File: config.mk
export PLATFORM = sky130hd
export DESIGN_NAME = spi_master
export DESIGN_NICKNAME = d
export VERILOG_FILES = /design/src/rtl/spi_master.sv
export SDC_FILE = /design/constraint.sdc
export NUM_CORES = 1
export LEC_CHECK = 0
export ABC_AREA = 1
export ABC_CLOCK_PERIOD_IN_PS = 2390
export CORE_MARGIN = 4
export CORE_UTILIZATION = 40
export DETAILED_ROUTE_END_ITERATION = 16
export HOLD_SLACK_MARGIN = 0.08
export PLACE_DENSITY = 0.63
export SETUP_SLACK_MARGIN = 0.05
export SYNTH_ARGS = -nofsm -noshare
export SYNTH_HDL_FRONTEND = slang
export SYNTH_SLANG_ARGS = --single-unit
File: constraint.sdc
create_clock -name clk -period 2.39 [get_ports clk]
set_input_delay 0.5975 -clock clk [delete_from_list [all_inputs] [get_ports clk]]
set_output_delay 0.5975 -clock clk [all_outputs]
set_load 0.05 [all_outputs]
File: src/rtl/spi_master.sv
// SPI master: one DATA_W-bit word per start, per-transfer CPOL/CPHA/bit order/SCK divider, NUM_CS active-low selects.
// Optional define SPI_MASTER_LOOPBACK_EN adds a loopback input that feeds mosi back into the sampler.
module spi_master #(
    parameter int unsigned DATA_W = 8,
    parameter int unsigned NUM_CS = 4,
    parameter int unsigned DIV_W  = 8,
    localparam int unsigned CS_W  = (NUM_CS > 1) ? $clog2(NUM_CS) : 1
) (
    input  logic              clk,
    input  logic              rst,
    input  logic              start,
    input  logic [DATA_W-1:0] tx_data,
    input  logic [CS_W-1:0]   cs_sel,
    input  logic [DIV_W-1:0]  clk_div,
    input  logic              pol,
    input  logic              pha,
    input  logic              lsb_first,
    input  logic              miso,
`ifdef SPI_MASTER_LOOPBACK_EN
    input  logic              loopback,
`endif
    output logic              mosi,
    output logic              sck,
    output logic [NUM_CS-1:0] cs_n,
    output logic              busy,
    output logic              done,
    output logic [DATA_W-1:0] rx_data
);

    localparam int unsigned CNT_W = $clog2(DATA_W) + 1;
    localparam logic [CNT_W-1:0] LAST_EDGE = CNT_W'(2 * DATA_W - 1);
    localparam logic [CNT_W-1:0] LAST_BIT  = CNT_W'(DATA_W - 1);

    typedef enum logic [1:0] {IDLE, LEAD, SHIFT, TRAIL} state_t;

    state_t            state_q, state_d;
    logic [DIV_W-1:0]  div_q, div_d;
    logic [DIV_W-1:0]  clk_div_q, clk_div_d;
    logic [CNT_W-1:0]  edge_q, edge_d;
    logic [DATA_W-1:0] tx_q, tx_d;
    logic [DATA_W-1:0] rx_sh_q, rx_sh_d;
    logic [DATA_W-1:0] rx_data_q, rx_data_d;
    logic              pol_q, pol_d;
    logic              pha_q, pha_d;
    logic              lsb_q, lsb_d;
    logic              sck_q, sck_d;
    logic              mosi_q, mosi_d;
    logic              done_q, done_d;
    logic [NUM_CS-1:0] cs_n_q, cs_n_d;

    logic              do_edge;
    logic [CNT_W-1:0]  edge_idx;
    logic [CNT_W-1:0]  bit_idx;
    logic              sample_bit;

`ifdef SPI_MASTER_LOOPBACK_EN
    logic lb_q, lb_d;
    assign sample_bit = lb_q ? mosi_q : miso;
`else
    assign sample_bit = miso;
`endif

    // Bit 'idx' of the transfer in wire order (idx 0 goes out first).
    function automatic logic pick_bit(input logic [DATA_W-1:0] word, input logic lsb,
                                      input logic [CNT_W-1:0] idx);
        logic [DATA_W-1:0] sh;
        sh = lsb ? (word >> idx) : (word << idx);
        return lsb ? sh[0] : sh[DATA_W-1];
    endfunction

    always_comb begin
        state_d   = state_q;
        div_d     = div_q;
        clk_div_d = clk_div_q;
        edge_d    = edge_q;
        tx_d      = tx_q;
        rx_sh_d   = rx_sh_q;
        rx_data_d = rx_data_q;
        pol_d     = pol_q;
        pha_d     = pha_q;
        lsb_d     = lsb_q;
        sck_d     = sck_q;
        mosi_d    = mosi_q;
        cs_n_d    = cs_n_q;
        done_d    = 1'b0;
        do_edge   = 1'b0;
        edge_idx  = edge_q + 1'b1;
        bit_idx   = '0;
`ifdef SPI_MASTER_LOOPBACK_EN
        lb_d      = lb_q;
`endif

        if (state_q != IDLE) begin
            div_d = (div_q == '0) ? clk_div_q : div_q - 1'b1;
        end

        unique case (state_q)
            IDLE: begin
                sck_d  = pol;
                mosi_d = 1'b0;
                cs_n_d = '1;
                if (start) begin
                    state_d   = LEAD;
                    div_d     = clk_div;
                    clk_div_d = clk_div;
                    tx_d      = tx_data;
                    pol_d     = pol;
                    pha_d     = pha;
                    lsb_d     = lsb_first;
                    edge_d    = '0;
                    rx_sh_d   = '0;
                    mosi_d    = pha ? 1'b0 : pick_bit(tx_data, lsb_first, '0);
`ifdef SPI_MASTER_LOOPBACK_EN
                    lb_d      = loopback;
`endif
                    for (int unsigned i = 0; i < NUM_CS; i++) begin
                        cs_n_d[i] = (cs_sel != CS_W'(i));
                    end
                end
            end
            LEAD: begin
                if (div_q == '0) begin
                    state_d  = SHIFT;
                    do_edge  = 1'b1;
                    edge_idx = '0;
                    edge_d   = '0;
                end
            end
            SHIFT: begin
                if (div_q == '0) begin
                    if (edge_q == LAST_EDGE) begin
                        state_d = TRAIL;
                    end else begin
                        do_edge = 1'b1;
                        edge_d  = edge_idx;
                    end
                end
            end
            TRAIL: begin
                if (div_q == '0) begin
                    state_d   = IDLE;
                    sck_d     = pol_q;
                    mosi_d    = 1'b0;
                    cs_n_d    = '1;
                    rx_data_d = rx_sh_q;
                    done_d    = 1'b1;
                end
            end
            default: state_d = IDLE;
        endcase

        // edge_idx[0]==0 is a leading edge; the sampling edge is the one whose parity equals pha.
        if (do_edge) begin
            sck_d   = ~sck_q;
            bit_idx = {1'b0, edge_idx[CNT_W-1:1]};
            if (edge_idx[0] == pha_q) begin
                rx_sh_d = lsb_q ? {sample_bit, rx_sh_q[DATA_W-1:1]}
                                : {rx_sh_q[DATA_W-2:0], sample_bit};
            end else if (!edge_idx[0]) begin
                mosi_d = pick_bit(tx_q, lsb_q, bit_idx);
            end else if (bit_idx != LAST_BIT) begin
                mosi_d = pick_bit(tx_q, lsb_q, bit_idx + 1'b1);
            end
        end
    end

    always_ff @(posedge clk) begin
        if (rst) begin
            state_q   <= IDLE;
            div_q     <= '0;
            clk_div_q <= '0;
            edge_q    <= '0;
            tx_q      <= '0;
            rx_sh_q   <= '0;
            rx_data_q <= '0;
            pol_q     <= 1'b0;
            pha_q     <= 1'b0;
            lsb_q     <= 1'b0;
            sck_q     <= 1'b0;
            mosi_q    <= 1'b0;
            done_q    <= 1'b0;
            cs_n_q    <= '1;
`ifdef SPI_MASTER_LOOPBACK_EN
            lb_q      <= 1'b0;
`endif
        end else begin
            state_q   <= state_d;
            div_q     <= div_d;
            clk_div_q <= clk_div_d;
            edge_q    <= edge_d;
            tx_q      <= tx_d;
            rx_sh_q   <= rx_sh_d;
            rx_data_q <= rx_data_d;
            pol_q     <= pol_d;
            pha_q     <= pha_d;
            lsb_q     <= lsb_d;
            sck_q     <= sck_d;
            mosi_q    <= mosi_d;
            done_q    <= done_d;
            cs_n_q    <= cs_n_d;
`ifdef SPI_MASTER_LOOPBACK_EN
            lb_q      <= lb_d;
`endif
        end
    end

    assign sck     = sck_q;
    assign mosi    = mosi_q;
    assign cs_n    = cs_n_q;
    assign done    = done_q;
    assign rx_data = rx_data_q;
    assign busy    = (state_q != IDLE);

endmodule

==> results.yml <==
run_status:
  status: "finished, final reports clean"
timing:
  rsz0062_at_grt: "false"
  fin_crit_ps: 2127
  setup_ws_ps: 263.4
  finalSetupTns_ps: 0
  timing.final.max_slew_violations: 0
  hold_violations: 0
  fin_skew_ps: 5.535
  worst_slew_pin_slew_ps: 514.5
  setup_viol: 0
  post-route-period-util_pct: 88.98
  relSlewSlack_pct: 65.59
  fmax_mhz: 470.2
cts:
  tritoncts: "built"
  clock_latency_ps: 320
  cts_hold_buf: 0
  cts_sinks: 56
  htree_num_levels: 2
  numCtsBuffers: 5
  cts-root-buf: "clkbuf_8"
  clockBufferDepth: 2
  path_clk_slew_ps: 100
floorplanning:
  fp.dieH_um: 95.28
  dieArea_sq_mm: 0.009077
  ios: 41
  initial_core_util_pct: 41.56
  row_count: 31
  die_x_um: 95.28
  core-area_sq_mm: 0.007331
worst_setup_path:
  path_delay_family: "buffers and inverters"
  startpoint_type: "flip-flop"
  crit_fanout: 8
  crit_type: "reg2out"
  crit_arrival_ps: 1530
  path_buf_inv: 3
  path_cells: "inv_1 -> ha_2 -> clkinvlp_4 -> buf_4"
  worst_path_largest_cell_delay_ps: 360
  crit_slowest_cell: "dfxtp_1"
  worst_ep_required_time_ps: 1790
  cp-end-kind: "primary output"
synth:
  yosysTopAreaCell: "dfxtp_1"
  syn-cell-area_sq_mm: 0.003047
  syn_area_per_cell_sq_um: 7.359
  postSynthCellCount: 414
  ys.warnings.count: 0
  synth_top_area_share_pct: 36.80
  synthFlopType: "dfxtp_1"
  yosysSeqAreaShare_pct: 36.80
  netlist-cell-type-count: 37
  synth_area_leaders: "dfxtp_1, nand2_1, inv_1, a21oi_1, nand3_1"
  synth_edf_count: 0
  synth_seq_cells: 56
  async_flop_share_pct: 0
  synth_fp_nets: 447
detailed_routing:
  post_drt_wl_per_cell_um: 12.41
  antenna_left: 0
  vias_per_cell: 5.038
  drt_iter0_drc: 103
  vias: 2791
  post-route-drc-count: 0
  wirelength_mm: 6.875
  firstDrtPassIters: 4
flow_run:
  max_cap_violations: 0
layout:
  syn_to_final_growth_pct: 20.53
  multiInputGateArea_sq_mm: 0.001618
  fin_util_pct: 50.09
  insertedDiodeCount: 0
  register_area_sq_mm: 0.001121
  finalInstanceArea_sq_mm: 0.003672
  fillCellCount: 715
  nNetsFinal: 487
  drive_above_1_share_pct: 11.87
pwr:
  p_per_area_mw_per_mm2: 1138
  irDropWorstVdd_v: 0.0005351
  p_leak_nw: 1.527
grt:
  grt_pass1_wl_mm: 11.83
  grt_pass1_vias: 2597
  antenna_found_initial: 0
  grt-ovfl-total: 0
  grt_max_degree: 30
  grt_util_all_layers_pct: 16.24
placement:
  placed_area_sq_mm: 0.003560
  dp_hpwl_mm: 4.996
  routabilityCongestion: 0.8375
  dpl_worst_slack_ps: 226.1
  io_buffers: 40
worst_hold_path:
  hold_class: "reg2reg"
-- cell usage in the layout (no fill, tap or decap), types with 7 or more instances in the layout --
cell type and n:
o21ai_0 31, a31oi_1 8, a211oi_2 8, a211oi_1 8, buf_4 12, nand2_1 84, ha_1 7, inv_1 53
clkdlybuf4s50_1 39, a21oi_1 36, nor2_1 22, nand3_1 33, dfxtp_1 56
-- flip-flops by register name (all words and copies together) (netlist names) --
name,count
state_q,2
rx_data,8
tx_q,8
edge_q,4
sck,1
rx_sh_q,8
pol_q,1
lsb_q,1
done,1
mosi,1
clk_div_q,8
cs_n,4
pha_q,1
div_q,8
-- synth_stat cells, types with 2 or more instances --
cell and count:
nand3_1 33, nand2_4 3, xor2_2 2, nor2_4 3, o21ai_0 31, a211oi_2 8, ha_1 8, nor2_1 22
buf_2 2, a31oi_1 8, nand2_2 4, o211ai_1 4, buf_6 3, dfxtp_1 56, o41ai_1 4, nor3_1 2
nand3_2 4, inv_1 53, nand2_1 84, inv_2 3, clkbuf_1 14, xor2_1 4, a21oi_1 36, o2111ai_1 3
a211oi_1 8
-- through the flow --
step	power (mW)	instances	hold WS [ps]
after global routing	4.557	554	494.2
final	4.179	554	469.8
after detailed placement	3.640	544	455.2
after floorplan	3.102	414	442.2
after global placement	3.617	544	449.2
after CTS	4.197	552	471.6
-- cell families (layout without fill, tap and decap cells) --
group / after synthesis / in the layout / synth area share, %
AND/OR/NAND/NOR: 159 / 159 / 24.56
AO/OA/AOI/OAI: 108 / 108 / 22.67
buffers and inverters: 76 / 117 / 10.18
flip-flops: 56 / 56 / 36.80
adder cells (fa/ha/maj): 8 / 8 / 3.286
XOR/XNOR: 7 / 7 / 2.505
-- layer usage --
| metal | global-route usage (%) | vias to the layer above | routed length [um] |
|---|---|---|---|
| li1 | - | 1462 | - |
| met4 | 4.567 | 0 | 83 |
| met2 | 26.24 | 41 | 3094 |
| met5 | 0 | - | 0 |
| met3 | 3.710 | 7 | 313 |
| met1 | 21.66 | 1281 | 3383 |
-- final timing paths --
kind                             startpoint                        end  slack (ps)  cells past startpoint
setup reg to reg        div_q[0]$_SDFF_PP0_            mosi$_SDFF_PP0_         320                     15
setup / recovery    state_q[1]$_SDFFE_PP0P_                       busy         260                      4
hold reg to reg   clk_div_q[0]$_SDFFE_PP0P_  clk_div_q[0]$_SDFFE_PP0P_         470                      2
hold / removal    clk_div_q[0]$_SDFFE_PP0P_  clk_div_q[0]$_SDFFE_PP0P_         470                      2
-- where the power goes --
group	internal (mW)	leakage (nW)	switching, mW	total (mW)
Clock	0.211	0.0485	0.336	0.547
Sequential	1.15	0.459	0.163	1.32
Combinational	0.850	1.02	1.46	2.31
Total	2.22	1.53	1.96	4.18
-- worst reg2reg max path, delay by kind of cell, from the launching register on --
| kind | cells | cell delay [ps] |
|---|---|---|
| adder cells (fa/ha/maj) | 2 | 550 |
| buffers and inverters | 3 | 270 |
| flip-flops | 1 | 330 |
| AO/OA/AOI/OAI | 1 | 130 |
| AND/OR/NAND/NOR | 9 | 730 |
-- area by class of cell --
class	count	share of cell area, %
multi-input combinational	282	44.05
sequential	56	30.53
timing repair buffer	52	13.63
inverter	57	5.928
tap	99	3.373
clock buffer	5	1.874
clock inverter	3	0.6133
-- repair_timing --
| action | in CTS | in global routing |
|---|---|---|
| setup endpoints to repair | 0 | 4 |
| setup buffers | 0 | 2 |
| resized for setup | 0 | 2 |
(Power assumes the default switching activity.)
